--- src/rtl/data_mem_pkg.sv ---
// rtl/data_mem_pkg.sv - shared types and alignment rule for the data memory controller
package data_mem_pkg;

  typedef enum logic [1:0] {
    SZ_BYTE = 2'b00,
    SZ_HALF = 2'b01,
    SZ_WORD = 2'b10,
    SZ_RSVD = 2'b11
  } mem_size_t;

  typedef enum logic {
    ST_CLEAR = 1'b0,
    ST_IDLE  = 1'b1
  } state_t;

  // Reserved size is always treated as a faulting access.
  function automatic logic is_misaligned(input mem_size_t size, input logic [1:0] addr_lo);
    case (size)
      SZ_BYTE: return 1'b0;
      SZ_HALF: return addr_lo[0];
      SZ_WORD: return addr_lo != 2'b00;
      default: return 1'b1;
    endcase
  endfunction

endpackage

--- src/rtl/mem_align.sv ---
// rtl/mem_align.sv - store lane replication / byte enables and load lane extraction / extension
module mem_align
  import data_mem_pkg::*;
(
  input  mem_size_t   size,
  input  logic [1:0]  addr_lo,
  input  logic        sign_ext,
  input  logic [31:0] wdata,
  input  logic [31:0] rword,
  output logic [31:0] lane_data,
  output logic [3:0]  byte_en,
  output logic [31:0] load_data
);

  logic [7:0]  sel_b;
  logic [15:0] sel_h;

  always_comb begin
    lane_data = wdata;
    byte_en   = 4'b0000;
    case (size)
      SZ_BYTE: begin
        lane_data = {4{wdata[7:0]}};
        byte_en   = 4'b0001 << addr_lo;
      end
      SZ_HALF: begin
        lane_data = {2{wdata[15:0]}};
        byte_en   = addr_lo[1] ? 4'b1100 : 4'b0011;
      end
      SZ_WORD: byte_en = 4'b1111;
      default: byte_en = 4'b0000;
    endcase
  end

  always_comb begin
    case (addr_lo)
      2'd0:    sel_b = rword[7:0];
      2'd1:    sel_b = rword[15:8];
      2'd2:    sel_b = rword[23:16];
      default: sel_b = rword[31:24];
    endcase
    sel_h = addr_lo[1] ? rword[31:16] : rword[15:0];
    case (size)
      SZ_BYTE: load_data = {{24{sign_ext & sel_b[7]}}, sel_b};
      SZ_HALF: load_data = {{16{sign_ext & sel_h[15]}}, sel_h};
      SZ_WORD: load_data = rword;
      default: load_data = 32'd0;
    endcase
  end

endmodule

--- src/rtl/data_mem_ctrl.sv ---
// rtl/data_mem_ctrl.sv - byte-addressed 32-bit data RAM with handshake, registered read and reset clear
module data_mem_ctrl
  import data_mem_pkg::*;
#(
  parameter int DEPTH          = 128,
  parameter bit CLEAR_ON_RESET = 1'b1,
  localparam int ADDR_W        = $clog2(DEPTH) + 2
) (
  input  logic              CLK,
  input  logic              RST,
  input  logic              req,
  input  logic              we,
  input  logic [1:0]        size,
  input  logic              sign_ext,
  input  logic [ADDR_W-1:0] address,
  input  logic [31:0]       WriteData,
  output logic              ready,
  output logic              rvalid,
  output logic [31:0]       ReadData,
  output logic              misaligned
);

  localparam int IDX_W = $clog2(DEPTH);

  logic [31:0]      mem [DEPTH];
  state_t           state;
  logic [IDX_W-1:0] clr_idx;
  logic [IDX_W-1:0] widx;
  mem_size_t        sz;
  logic             fault;
  logic             accept;
  logic             store_en;
  logic [31:0]      rword;
  logic [31:0]      wr_lane;
  logic [31:0]      load_val;
  logic [3:0]       be;

  assign sz       = mem_size_t'(size);
  assign widx     = address[ADDR_W-1:2];
  assign fault    = is_misaligned(sz, address[1:0]);
  assign accept   = req && ready && !RST;
  assign store_en = accept && we && !fault;
  assign rword    = mem[widx];

  mem_align u_align (
    .size      (sz),
    .addr_lo   (address[1:0]),
    .sign_ext  (sign_ext),
    .wdata     (WriteData),
    .rword     (rword),
    .lane_data (wr_lane),
    .byte_en   (be),
    .load_data (load_val)
  );

  // The array has no reset; it is zeroed by the clear sequencer instead.
  always_ff @(posedge CLK) begin
    if (state == ST_CLEAR && !RST) begin
      mem[clr_idx] <= 32'd0;
    end else if (store_en) begin
      for (int b = 0; b < 4; b++) begin
        if (be[b]) mem[widx][8*b +: 8] <= wr_lane[8*b +: 8];
      end
    end
  end

  always_ff @(posedge CLK) begin
    if (RST) begin
      state      <= CLEAR_ON_RESET ? ST_CLEAR : ST_IDLE;
      clr_idx    <= '0;
      ready      <= 1'b0;
      rvalid     <= 1'b0;
      misaligned <= 1'b0;
      ReadData   <= 32'd0;
    end else begin
      rvalid     <= 1'b0;
      misaligned <= 1'b0;
      case (state)
        ST_CLEAR: begin
          clr_idx <= clr_idx + 1'b1;
          if (clr_idx == IDX_W'(DEPTH - 1)) begin
            state <= ST_IDLE;
            ready <= 1'b1;
          end
        end
        ST_IDLE: begin
          ready <= 1'b1;
          if (accept) begin
            misaligned <= fault;
            if (!we) begin
              rvalid   <= 1'b1;
              ReadData <= fault ? 32'd0 : load_val;
            end
          end
        end
      endcase
    end
  end

endmodule

--- config.mk ---
export PLATFORM = sky130hd
export DESIGN_NAME = data_mem_ctrl
export DESIGN_NICKNAME = d
export VERILOG_FILES = /design/src/rtl/data_mem_pkg.sv /design/src/rtl/mem_align.sv /design/src/rtl/data_mem_ctrl.sv
export SDC_FILE = /design/constraint.sdc
export NUM_CORES = 2
export LEC_CHECK = 0
export CELL_PAD_IN_SITES_DETAIL_PLACEMENT = 1
export CELL_PAD_IN_SITES_GLOBAL_PLACEMENT = 2
export CORE_AREA = 2 2 596 598
export DETAILED_ROUTE_END_ITERATION = 7
export DIE_AREA = 0 0 598 600
export PLACE_DENSITY = 0.79
export SETUP_SLACK_MARGIN = 0.5
export SLEW_MARGIN = 25
export SYNTH_ARGS = -nofsm -noshare
export SYNTH_HDL_FRONTEND = slang
export SYNTH_SLANG_ARGS = --single-unit
--- constraint.sdc ---
create_clock -name CLK -period 6.6 [get_ports CLK]
set_input_delay 0.99 -clock CLK [delete_from_list [all_inputs] [get_ports CLK]]
set_output_delay 0.99 -clock CLK [all_outputs]
set_load 0.005 [all_outputs]
# [Word level (Yosys, flattened, before mapping)]
# Memory sizes are Yosys's and may differ from the RTL's.
# Cells that the tools add are included.
[word_totals] reg_bits=43 ramBits=4096 in_bits=48 out_inout_bits=35 memories=1
[classes] add_sub_neg=1 eq_ne=6 shifts=1 muxes=34 bitwise_logic=5 reduce_logical=13
[memory_table] memory="mem" words=128 word_bits=32 read_ports=1 rd_clocked_by_memory_dff=0 wr=1 line_no="data_mem_ctrl.sv:25" text="logic [31:0] mem [DEPTH];"
[ops] cell="$pmux 32 s3" count=1
[ops] cell="$mux 32" count=2
[ops] cell="$pmux 32 s2" count=1
[ops] cell="$reduce_or 32->1" count=1
[ops] cell="$pmux 8 s3" count=1
[ops] cell="$mux 1" count=22
[ops] cell="$mux 16" count=1
[ops] cell="$pmux 4 s3" count=1
[ops] cell="$mux 4" count=2
[ops] cell="$add 7x1->7 const B" count=1
[ops] cell="$eq 7x7->1 const B" count=1
[ops] cell="$mux 7" count=1
[ops] cell="$logic_and 1x1->1" count=5
[ops] cell="$eq 2x1->1 const B" count=2
[ops] cell="$eq 2x2->1 const B" count=2
[ops] cell="$logic_not 2->1" count=2
[ops] cell="$shl 1x2->4 const A" count=1
[ops] cell="$not 1->1" count=3
[ops] cell="$pmux 1 s3" count=1
[ops] cell="$reduce_and 3->1" count=1
[ops] cell="$reduce_or 3->1" count=1
[ops] cell="$and 1x1->1" count=2
[ops] cell="$logic_not 1->1" count=2
[ops] cell="$ne 2x1->1 const B" count=1
[ops] cell="2 further kinds" count=2

# [Logic depth before layout (Yosys ltp)]
[depth] word_depth=9 ltp_mapped=18 mapped_depth_nobuf=10

# [By module]
# From an unflattened synthesis, not the netlist that was laid out.
[hier_totals] cells_unflattened=6953 area_unflattened_um2=161302.2
[by_module_without_submodules] module="data_mem_ctrl" instances=1 cells_each=6764 area_per_inst_um2=159859.6 seq_area_each_um2=123858.8
[by_module_without_submodules] module="mem_align" instances=1 cells_each=189 area_per_inst_um2=1442.6 seq_area_each_um2=0.0

# [Worst setup path after synthesis]
# OpenSTA, ideal clock, no wires.
[synth_path] path_type="input port to flip-flop" startpoint="input port size[0]" endpoint="memory mem[0][12], data pin" setup_time_ns=0.891 arrival_time_ns=6.320 setup_slack_ns=-0.611 path_stages=9 n_path_buf=5 path_cell_list="clkbuf_1 o31ai_1 nand3_1 or2_2 clkbuf_1 clkbuf_1 buf_1 buf_1 a21oi_1"
[synth_via] elab_chain_cells=9
[synth_rtl] element="start, declared" line_no="data_mem_ctrl.sv:13" text="input logic [1:0] size,"
[synth_rtl] element="$eq 2x2->1 (tied with other cells)" line_no="data_mem_pkg.sv:18, mem_align.sv:21"
[synth_rtl] element="$pmux 1 s3" line_no="data_mem_pkg.sv:18" text="case (size)"
[synth_rtl] element="$logic_not 1->1" line_no="data_mem_ctrl.sv:42" text="assign store_en = accept && we && !fault;"
[synth_rtl] element="$logic_and 1x1->1" line_no="data_mem_ctrl.sv:42"
[synth_rtl] element="$mux 1" line_no="data_mem_ctrl.sv:60" text="end else if (store_en) begin"
[synth_rtl] element="$mux 1" line_no="data_mem_ctrl.sv:58" text="if (state == ST_CLEAR && !RST) begin"
[synth_rtl] element="$mux 1 (not written as such)" line_no="data_mem_ctrl.sv:62" text="if (be[b]) mem[widx][8*b +: 8] <= wr_lane[8*b +: 8];"
[synth_rtl] element="$reduce_or 32->1 (no line)"
[synth_rtl] element="$mux 32 (no line) (*)"
[synth_rtl] element="end, declared" line_no="data_mem_ctrl.sv:25"
# Mark *: on every way between the ends. The rest lies on a longest branch, timed or not.

# [Worst setup path after layout]
[layout_path] startpoint="input port address[0]" endpoint="memory mem[49][11] (enable)"
[layout_via] elab_chain_cells=9
[layout_rtl] element="start, declared" line_no="data_mem_ctrl.sv:15" text="input logic [ADDR_W-1:0] address,"
[layout_rtl] element="$reduce_bool 2->1" line_no="data_mem_pkg.sv:21" text="SZ_WORD: return addr_lo != 2'b00;"
[layout_rtl] element="$pmux 1 s3" line_no="data_mem_pkg.sv:18"
[layout_rtl] element="$logic_not 1->1" line_no="data_mem_ctrl.sv:42"
[layout_rtl] element="$logic_and 1x1->1" line_no="data_mem_ctrl.sv:42"
[layout_rtl] element="$mux 1" line_no="data_mem_ctrl.sv:60"
[layout_rtl] element="$mux 1" line_no="data_mem_ctrl.sv:58"
[layout_rtl] element="$mux 1 (not written as such)" line_no="data_mem_ctrl.sv:62"
[layout_rtl] element="$reduce_or 32->1 (no line)"
[layout_rtl] element="$mux 7 (no line) / $mux 4 (equally long branches)"
# Parallel ways exist; a longest one is shown, timed or not.

==> metrics.txt <==
hold slack=0.535 ns; Leakage Power=66.2 nW; commonest non-fill, non-tap cell in the layout=edfxtp_1; pre-CTS worst setup slack=0.238 ns; ys flop type=edfxtp_1; postcts setup bufs=0; dpl cells=12,267; Final Skew=0.0720 ns; area of the die=0.359 sq mm; DR vias/cell=6.47; layout cells sized above 1=22.9%; fill cell count=30,901; Sequential Power Share=53.2%; post-route minimum period=5.23 ns; TritonCTS clock tree=done; CTS buffer count=409; HP Class=input pin to flip-flop; first-pass GRT wire length=692,000 um; hold_buf cts=0; GRT overflow=0; first drt pass iteration count=5; DRT iter0 DRCs=11,388; Post-Synthesis Cells=7,753; Final Net Count=8,114; GPL Wtd Cong=0.885; sw frac=21.0%; Vias=84,180; row count=218; total clock sinks=4,139; P_sw=0.0113 W; Yosys warning count=0; peak supply drop=230 uV; Seq cells post-synth=4,139; DRC=0; register area=0.124 sq mm; Async SR Flop Fraction=0%; CTS Buffer Depth=4; DP HPWL=313,000 um; Setup CP Type=input pin to flip-flop; Post-synth EDFFs=4,096; WL per Instance=37.9 um; status=finished, final reports clean; final non-filler cell total=13,010; Critical Path Sink Type=flip-flop; Hold Vio Cnt, Final=0; worst slew pin tran=1.37 ns; Critical Path RT=7.17 ns; Max Cap Viol=0; Max Clk Rate=191 MHz; CP Data Arrival Time=5.80 ns; CTS resizes=0; RSZ-0062 raised after global routing=no; Syn Nets=7,802; All-Layer GR Usage=27.4%; sequential area share after synthesis=76.6%; power per cell area=294 mW/mm^2; internal power=0.0423 W; clock slew at reported path FFs=0.06 ns; Die W=598 um; synthesized area per cell=20.8 sq um; CP startpoint kind=input pin; PortBufs=82; Clock power frac=43.5%; H-tree lvl count=5; Max Slew Vio Count=0; total length of routed wires=493,000 um; fin worst setup slack=1.37 ns; vias in the first global route=86,834; CP Max Fanout=25; antenna violations before repair=19; maximum number of pins on one net before global-route repair=112; Initial Util=45.9%; Layout area overhead=12.6%; footprint of the multi-input gates=0.0354 sq mm; height of the die=600 um; Gate power share=3.3%; TNS Setup=0 ns; Final setup viols=0; Boundary Pins=83; most frequent cells in the layout=edfxtp_1 (4,096), mux4_2 (887), nor2_1 (580); final worst path period share=79.2%; Worst slew margin=8.87%; cell area after synthesis=0.162 sq mm; Tot Pwr=0.0536 W; Unique masters post-synth=85; antenna viol nets, final=0; Skew-Pair Late Insertion Delay=1.00 ns; core footprint=0.352 sq mm; Root Buffer=clkbuf_16
-- cell families (layout without fill, tap and decap cells) --
group,count (synthesis),in the layout,synth area share [%]
fa+ha+maj,1,1,0.00774
xor+xnor,5,5,0.0271
flops,4139,4139,76.6
buf+inv,494,1124,1.78
other cells,0,7,0
mux,1344,1344,15.3
simple gates,1003,1003,2.69
compound gates,767,767,3.55
-- cell type report --
type / instances / share of cell area, %
sequential: 4139 / 68.1
tap: 4620 / 3.18
timing repair buffer: 385 / 2.07
inverter: 10 / 0.0248
clock buffer: 496 / 5.87
antenna: 7 / 0.00963
multi-input combinational: 3120 / 19.4
clock inverter: 233 / 1.34
-- power groups by stage --
stage          Combinational (W)  Clock (W)  Sequential [W]
2_1_floorplan            0.00102          0          0.0290
3_3_place_gp             0.00172          0          0.0290
3_5_place_dp             0.00175          0          0.0290
4_1_cts                  0.00175     0.0235          0.0285
5_1_grt                  0.00181     0.0244          0.0285
6_report                 0.00178     0.0233          0.0285
-- through the flow --
step                      cell area (sq um)  utilization, %
after floorplan                      162000               -
after global placement               168000            47.9
after detailed placement             169000            47.9
after CTS                            182000            51.7
after global routing                 182000            51.7
final                                182000            51.7
-- routing by layer --
metal	part of all wire, %	up-vias	wire, um	GRT usage (%)
met4	5.6	16	27700	13.3
li1	-	33075	-	-
met1	37	45109	182000	36.2
met2	48	5000	236000	43.9
met3	9.6	980	47500	5.47
met5	0.023	-	112	0
-- path summary, 6_finish.rpt --
kind	start	to	slack, ns	depth (start not counted)
hold / removal	size[1]	ReadData[6]	0.54	3
setup reg to reg	ready	mem[49][11]	1.65	8
hold reg to reg	ReadData[3]	ReadData[3]	0.56	2
setup / recovery	address[0]	mem[49][11]	1.37	10
-- synth_stat cells, types with 15 or more instances --
cell type  number  area, sq um
edfxtp_1     4096       123000
mux4_2        887        20000
nor2_1        618         2320
mux2i_1       430         4300
a22oi_1       244         1830
clkbuf_1      189          709
nand2_1       137          514
buf_2         116          581
a21oi_1        95          475
a221oi_1       84          736
a22o_1         78          683
o22ai_1        78          488
buf_6          61          687
nand3_1        54          270
buf_4          52          390
buf_1          50          188
dfxtp_1        43          861
nor3_1         41          205
nand4_1        36          225
o21ai_0        30          150
and2_1         22          138
o221ai_1       18          158
mux2_2         17          191
o21ai_1        17         85.1
a31oi_1        15         93.8
nor2b_1        15         93.8
-- registers in the layout, indices dropped and copies added, names as in the netlist --
register and cells:
ReadData 32, clr_idx 7, mem 4096, misaligned 1
ready 1, rvalid 1, state 1
-- critical path, stage by stage --
cell and delay [ns]:
clkdlybuf4s50_1 0.58, buf_4 0.30, a21o_1 0.21, o31ai_1 0.11
nand3_1 0.39, or2_4 0.48, o21ai_0 0.81, nand2_2 0.72
buf_4 0.51, nor2_1 0.64
(Power assumes the default switching activity.)
